--- config.mk ---
export PLATFORM = sky130hd
export DESIGN_NAME = mem_arbiter
export DESIGN_NICKNAME = d
export VERILOG_FILES = /design/src/rtl/mem_arbiter_pkg.sv /design/src/rtl/arb_timer.sv /design/src/rtl/mem_arbiter.sv
export SDC_FILE = /design/constraint.sdc
export NUM_CORES = 1
export LEC_CHECK = 0
export ABC_AREA = 1
export BUFFER_PORTS_ARGS = -buffer_cell sky130_fd_sc_hd__buf_2
export CORE_MARGIN = 2
export CORE_UTILIZATION = 48
export DETAILED_ROUTE_END_ITERATION = 6
export PLACE_DENSITY = 0.85
export SYNTH_ARGS = -nofsm -noshare
export SYNTH_HDL_FRONTEND = slang
export SYNTH_SLANG_ARGS = --single-unit
--- constraint.sdc ---
create_clock -name clk -period 2.3 [get_ports clk]
set_input_delay 0.345 -clock clk [delete_from_list [all_inputs] [get_ports clk]]
set_output_delay 0.345 -clock clk [all_outputs]
set_load 0.03 [all_outputs]
--- src/rtl/mem_arbiter_pkg.sv ---
// mem_arbiter_pkg: shared encodings for the unified memory-port arbiter.
//   arb_state_t : sequencer states (IDLE -> REQ -> RESP -> IDLE)
//   OWN_IF/OWN_D: owner of the outstanding transaction
//   mem_cmd_t   : registered memory command (we, be, addr, wdata)
//   timer_width : watchdog counter width for a given limit (minimum 1)
package mem_arbiter_pkg;

    typedef enum logic [1:0] {
        ARB_IDLE = 2'd0,
        ARB_REQ  = 2'd1,
        ARB_RESP = 2'd2
    } arb_state_t;

    localparam logic OWN_IF = 1'b0;
    localparam logic OWN_D  = 1'b1;

    typedef struct packed {
        logic        we;
        logic [3:0]  be;
        logic [31:0] addr;
        logic [31:0] wdata;
    } mem_cmd_t;

    function automatic int timer_width(input int limit);
        return (limit < 1) ? 1 : $clog2(limit + 1);
    endfunction

endpackage

--- src/rtl/arb_timer.sv ---
// arb_timer: watchdog counter for one memory access.
//   clk, reset : clock, synchronous active-high reset
//   clear      : restart counting from 0 (new grant)
//   enable     : count this cycle (waiting for memory, no ack)
//   limit      : cycles allowed; 0 disables the watchdog
//   expired    : this is the last allowed waiting cycle and it is unacked
module arb_timer #(
    parameter int W = 8
) (
    input  logic         clk,
    input  logic         reset,
    input  logic         clear,
    input  logic         enable,
    input  logic [W-1:0] limit,
    output logic         expired
);

    logic [W-1:0] cnt;

    always_ff @(posedge clk) begin
        if (reset || clear)
            cnt <= '0;
        else if (enable)
            cnt <= cnt + W'(1);
    end

    // cnt equals the index of the current REQ cycle, so firing at limit-1
    // keeps the request up for exactly 'limit' cycles.
    assign expired = enable && (limit != '0) && (cnt == limit - W'(1));

endmodule

--- src/rtl/mem_arbiter.sv ---
// mem_arbiter: shares one single-ported memory between instruction fetch
// and load/store. One outstanding access, round-robin under contention,
// watchdog abort after TIMEOUT cycles in REQ (0 disables it).
//   if_req/if_addr             -> fetch request;   if_ack/if_rdata/if_err <- completion
//   d_req/d_we/d_be/d_addr/d_wdata -> data request; d_ack/d_rdata/d_err   <- completion
//   mem_req/mem_we/mem_be/mem_addr/mem_wdata -> registered memory command
//   mem_ack/mem_rdata          <- memory completion (looked at only in REQ)
import mem_arbiter_pkg::*;

module mem_arbiter #(
    parameter int TIMEOUT = 255
) (
    input  logic        clk,
    input  logic        reset,
    input  logic        if_req,
    input  logic [31:0] if_addr,
    output logic        if_ack,
    output logic [31:0] if_rdata,
    output logic        if_err,
    input  logic        d_req,
    input  logic        d_we,
    input  logic [3:0]  d_be,
    input  logic [31:0] d_addr,
    input  logic [31:0] d_wdata,
    output logic        d_ack,
    output logic [31:0] d_rdata,
    output logic        d_err,
    output logic        mem_req,
    output logic        mem_we,
    output logic [3:0]  mem_be,
    output logic [31:0] mem_addr,
    output logic [31:0] mem_wdata,
    input  logic        mem_ack,
    input  logic [31:0] mem_rdata
);

    localparam int            TW    = timer_width(TIMEOUT);
    localparam logic [TW-1:0] LIMIT = TW'(TIMEOUT);

    arb_state_t  state, state_n;
    logic        owner, last_owner;
    logic        grant_vld, grant;
    mem_cmd_t    cmd, grant_cmd;
    logic [31:0] rdata_q;
    logic        err_q;
    logic        tmr_en, expired;

    assign mem_we    = cmd.we;
    assign mem_be    = cmd.be;
    assign mem_addr  = cmd.addr;
    assign mem_wdata = cmd.wdata;

    assign tmr_en = (state == ARB_REQ) && !mem_ack;

    arb_timer #(.W(TW)) u_timer (
        .clk     (clk),
        .reset   (reset),
        .clear   (grant_vld),
        .enable  (tmr_en),
        .limit   (LIMIT),
        .expired (expired)
    );

    // State register plus the registers it sequences.
    always_ff @(posedge clk) begin
        if (reset) begin
            state      <= ARB_IDLE;
            owner      <= OWN_IF;
            last_owner <= OWN_D;
            cmd        <= '0;
            mem_req    <= 1'b0;
            rdata_q    <= '0;
            err_q      <= 1'b0;
        end else begin
            state   <= state_n;
            mem_req <= (state_n == ARB_REQ);
            if (grant_vld) begin
                owner      <= grant;
                last_owner <= grant;
                cmd        <= grant_cmd;
            end
            // Ack is checked first so it wins over a same-cycle expiry.
            if (state == ARB_REQ && mem_ack) begin
                rdata_q <= cmd.we ? 32'h0 : mem_rdata;
                err_q   <= 1'b0;
            end else if (expired) begin
                rdata_q <= '0;
                err_q   <= 1'b1;
            end
        end
    end

    // Next state and arbitration.
    always_comb begin
        state_n   = state;
        grant_vld = 1'b0;
        grant     = OWN_IF;
        grant_cmd = '0;
        case (state)
            ARB_IDLE: begin
                if (if_req || d_req) begin
                    grant_vld = 1'b1;
                    // Contended: hand the port to whoever did not go last.
                    grant     = (if_req && d_req) ? ~last_owner : d_req;
                    state_n   = ARB_REQ;
                end
            end
            ARB_REQ:  if (mem_ack || expired) state_n = ARB_RESP;
            ARB_RESP: state_n = ARB_IDLE;
            default:  state_n = ARB_IDLE;
        endcase
        if (grant == OWN_D) begin
            grant_cmd.we    = d_we;
            grant_cmd.be    = d_be;
            grant_cmd.addr  = d_addr;
            grant_cmd.wdata = d_wdata;
        end else begin
            grant_cmd.we    = 1'b0;
            grant_cmd.be    = 4'hF;
            grant_cmd.addr  = if_addr;
            grant_cmd.wdata = '0;
        end
    end

    // Completion outputs decode only registered state.
    always_comb begin
        if_ack   = 1'b0;
        if_rdata = '0;
        if_err   = 1'b0;
        d_ack    = 1'b0;
        d_rdata  = '0;
        d_err    = 1'b0;
        if (state == ARB_RESP) begin
            if (owner == OWN_IF) begin
                if_ack   = 1'b1;
                if_rdata = rdata_q;
                if_err   = err_q;
            end else begin
                d_ack    = 1'b1;
                d_rdata  = rdata_q;
                d_err    = err_q;
            end
        end
    end

endmodule

==> results by group <==
Die
  – Die area: 11,420 sq um
  – DIE HEIGHT: about 110 um
  – Top Ports: ~280
  – Placement row count: 37
  – Width of the die: between 100 and 150 um
  – Initial Utilization: roughly half
  – Core box area: about 10,000 sq um

Power
  – Pwr Density: slightly below 800 nW/um^2
  – Static leakage: about 3.8 nW
  – Worst vdd ir: between 500 and 600 uV
  – Total power: roughly 5.7 mW

Clock network
  – Num Clock Sinks: ~120
  – Root buffer cell: clkbuf_8
  – Latest clock arrival within the worst-skew pair: 0.50 ns
  – Clock-pin slew on the worst setup and hold paths: ~0.06 ns
  – CTS Buffer Depth: 2
  – TritonCTS clock tree: yes
  – Cts hold-fix bufs: 0
  – TritonCTS Buffers: 17
  – H-tree lvl count: 4

Synth
  – Ys flop type: dfxtp_1
  – Synth warn: 0
  – Synthesized area: just over 5000 sq um
  – Most common cell in the netlist: nand2_1
  – Seq cells post-synth: roughly 120
  – Mapped Cells: 740
  – Synth Area per Inst: between 6 and 7 sq um
  – EDFF count, synth: 0
  – Synth area leader: dfxtp_1
  – Cell variety after synth: 27
  – Synth top area cells: dfxtp_1, nand2_1, nor2_1
  – Fraction of registers with async set/reset: 0%
  – Sequential area share after synthesis: roughly 45%
  – Area share of the largest cell type after synthesis: between 40% and 50%
  – Syn nets: slightly below 900
  – Top cells by count, synth: nand2_1, dfxtp_1, nor2_1, inv_1, nand3_1

Drt
  – Via count: approximately 5,600
  – Vias/cell: between 4 and 5
  – Routed Antenna Nets: 0
  – First DRT Iteration DRCs: ~280
  – Post-DR wirelength/cell: approximately 14 um
  – DRC violations left: 0
  – Initial DRT Pass Iterations: 4
  – Final wirelength: around 16,000 um

Timing
  – Final hold slack: about 0.023 ns
  – Highest achievable clock rate: between 0.4 and 0.5 GHz
  – Worst Tran Pin Value: between 0.7 and 0.8 ns
  – Relative slew slack: between 50% and 60%
  – Worst Skew: just under 0.01 ns
  – Final worst path period share: between 90 and 100%
  – Min Clock Period, post-route: 2.255 ns
  – RSZ-0062 raised after global routing: yes
  – Final setup TNS: 0 ns
  – Max-slew violations: 0
  – Final hold vios: 0
  – Final setup vio count: 0

Worst hold path
  – Hold path depth: 3
  – Hold path startpoint: d_wdata[7]
  – Hold endpoint: mem_wdata[7]$_SDFFE_PP0P_
  – HP Class: in -> reg

Layout
  – Area Growth Syn to Fin: 42.97%
  – Nets@finish: between 1,000 and 1,500
  – Fin area: just over 7000 sq um
  – N_diodes: 0
  – Layout cells sized above 1: between 30% and 40%
  – Final core occ: about 71%
  – Fillcell total: a little over 900

Setup path
  – Cell breakdown of the critical path: inv_1, nor2_1, inv_2, nor2_4, clkinvlp_4, buf_4, nor2_1, buf_2
  – Worst r2r src: u_timer.cnt[0]$_SDFFE_PP0P_
  – Worst Setup Start Kind: flip-flop
  – R2r setup slk: 0.40 ns
  – CP required: roughly 2.0 ns
  – CP top delay family: buffers and inverters
  – Max stage delay cell, worst path: dfxtp_2
  – CP Buf/Inv Count: 5
  – Reg2Reg Capture Point: rdata_q[10]$_SDFFE_PP0P_
  – Register-to-Register Path Depth: 7
  – Max stage delay on crit path: about 0.35 ns
  – Crit. End Element: primary output
  – Critical path class: reg -> out
  – Crit path DAT: 1.91 ns
  – Worst Path Max Fanout: 10
  – Most used cell, CP: nor2_1

Outcome
  – Status: complete, no violations

Placed design
  – Post-DP HPWL: 10,740 um
  – Port bufs: between 200 and 300
  – Final GP Congestion: 0.8445
  – Post-DP Area: 6461 sq um

Global route
  – Global Route Usage Sum: 26.80%
  – Grt ovf: 0
  – Vias in the first global route: roughly 5,300
  – First-pass GRT wire length: approximately 24,000 um
  – Largest net degree at the start of global routing: 40
  – Antenna violations before repair: 0

Run
  – Max_cap viols: 0
per-layer routing:
layer	GRT usage, %	vias up	wire length (um)
met5	0	-	0
met4	13.45	0	523
met3	6.748	43	1173
met2	48.95	219	7990
met1	28.46	2502	5972
li1	-	2817	-
cells by family (layout without fill, tap and decap cells):
group                    count (synthesis)  in the layout  synth area share (%)
AND/OR/NAND/NOR                        447            447                 38.01
buffers and inverters                  124            406                 10.47
adder cells (fa/ha/maj)                  2              2                0.4927
AO/OA/AOI/OAI                           52             52                 5.691
flip-flops                             115            115                 45.33
worst max-delay path by stage:
| stage | start | endpoint | slack [ns] | cells past startpoint |
|---|---|---|---|---|
| floorplan | state[1]$_SDFF_PP0_ | d_rdata[21] | 0.13 | 7 |
| global placement | state[0]$_SDFF_PP0_ | d_rdata[22] | 0.36 | 6 |
| detailed placement | state[0]$_SDFF_PP0_ | d_rdata[22] | 0.31 | 6 |
| CTS | state[1]$_SDFF_PP0_ | d_rdata[31] | 0.008 | 8 |
| global route | state[1]$_SDFF_PP0_ | d_rdata[14] | -0.05 | 8 |
| finish | state[1]$_SDFF_PP0_ | if_rdata[9] | 0.05 | 8 |
what timing repair did:
item / 4_1_cts / 5_1_grt
cloned: 2 / 0
pin swaps: 0 / 1
resized for setup: 9 / 62
setup buffers: 7 / 0
endpoints found under the setup margin: 66 / 66
layout by cell type, fill, tap and decap left out, drive strengths merged:
cell type and n:
inv 83, o21a 1, nand2 250, buf 286, bufinv 3, dfxtp 115
nor3 1, o21ai 8, nand3b 32, a21oi 41, nand3 67, nand4 2
clkbuf 23, ha 2, clkinv 3, nor2 95, o22ai 1, a21boi 1
clkinvlp 8
power by group:
part	switching, mW	internal [mW]	leakage (nW)
clock	0.952	1.72	0.288
sequential	0.0715	2.13	0.941
combinational	0.588	0.288	2.54
total	1.61	4.14	3.77
cell type report:
class / instances / area (sq um) / share of cell area, %
flip-flops and latches: 115 / 2303 / 31.72
multi-input cells: 501 / 2267 / 31.23
repair inverters: 2 / 15.01 / 0.2068
clock buffers: 19 / 441.7 / 6.083
repair buffers: 290 / 1575 / 21.70
clock inverters: 13 / 172.7 / 2.378
well taps: 136 / 170.2 / 2.344
inverters: 82 / 315.3 / 4.343
worst min-delay path: stages:
cell,delay [ns]
buf_2,0.07
nand2_1,0.04
nand2_1,0.04
flip-flops by register name, indices dropped and copies added, names as in the netlist:
register and count:
mem_we 1, state 2, mem_req 1, last_owner 1, owner 1, rdata_q 32
u_timer.cnt 8, err_q 1, mem_addr 32, mem_be 4, mem_wdata 32
through the flow:
stage               std cells  setup slack, ns
floorplan                 740           0.1307
global placement         1117           0.3638
detailed placement       1117           0.3116
CTS                      1158         0.007994
global route             1158         -0.05423
finish                   1158          0.04532
Power figures use the tool's default switching activity.
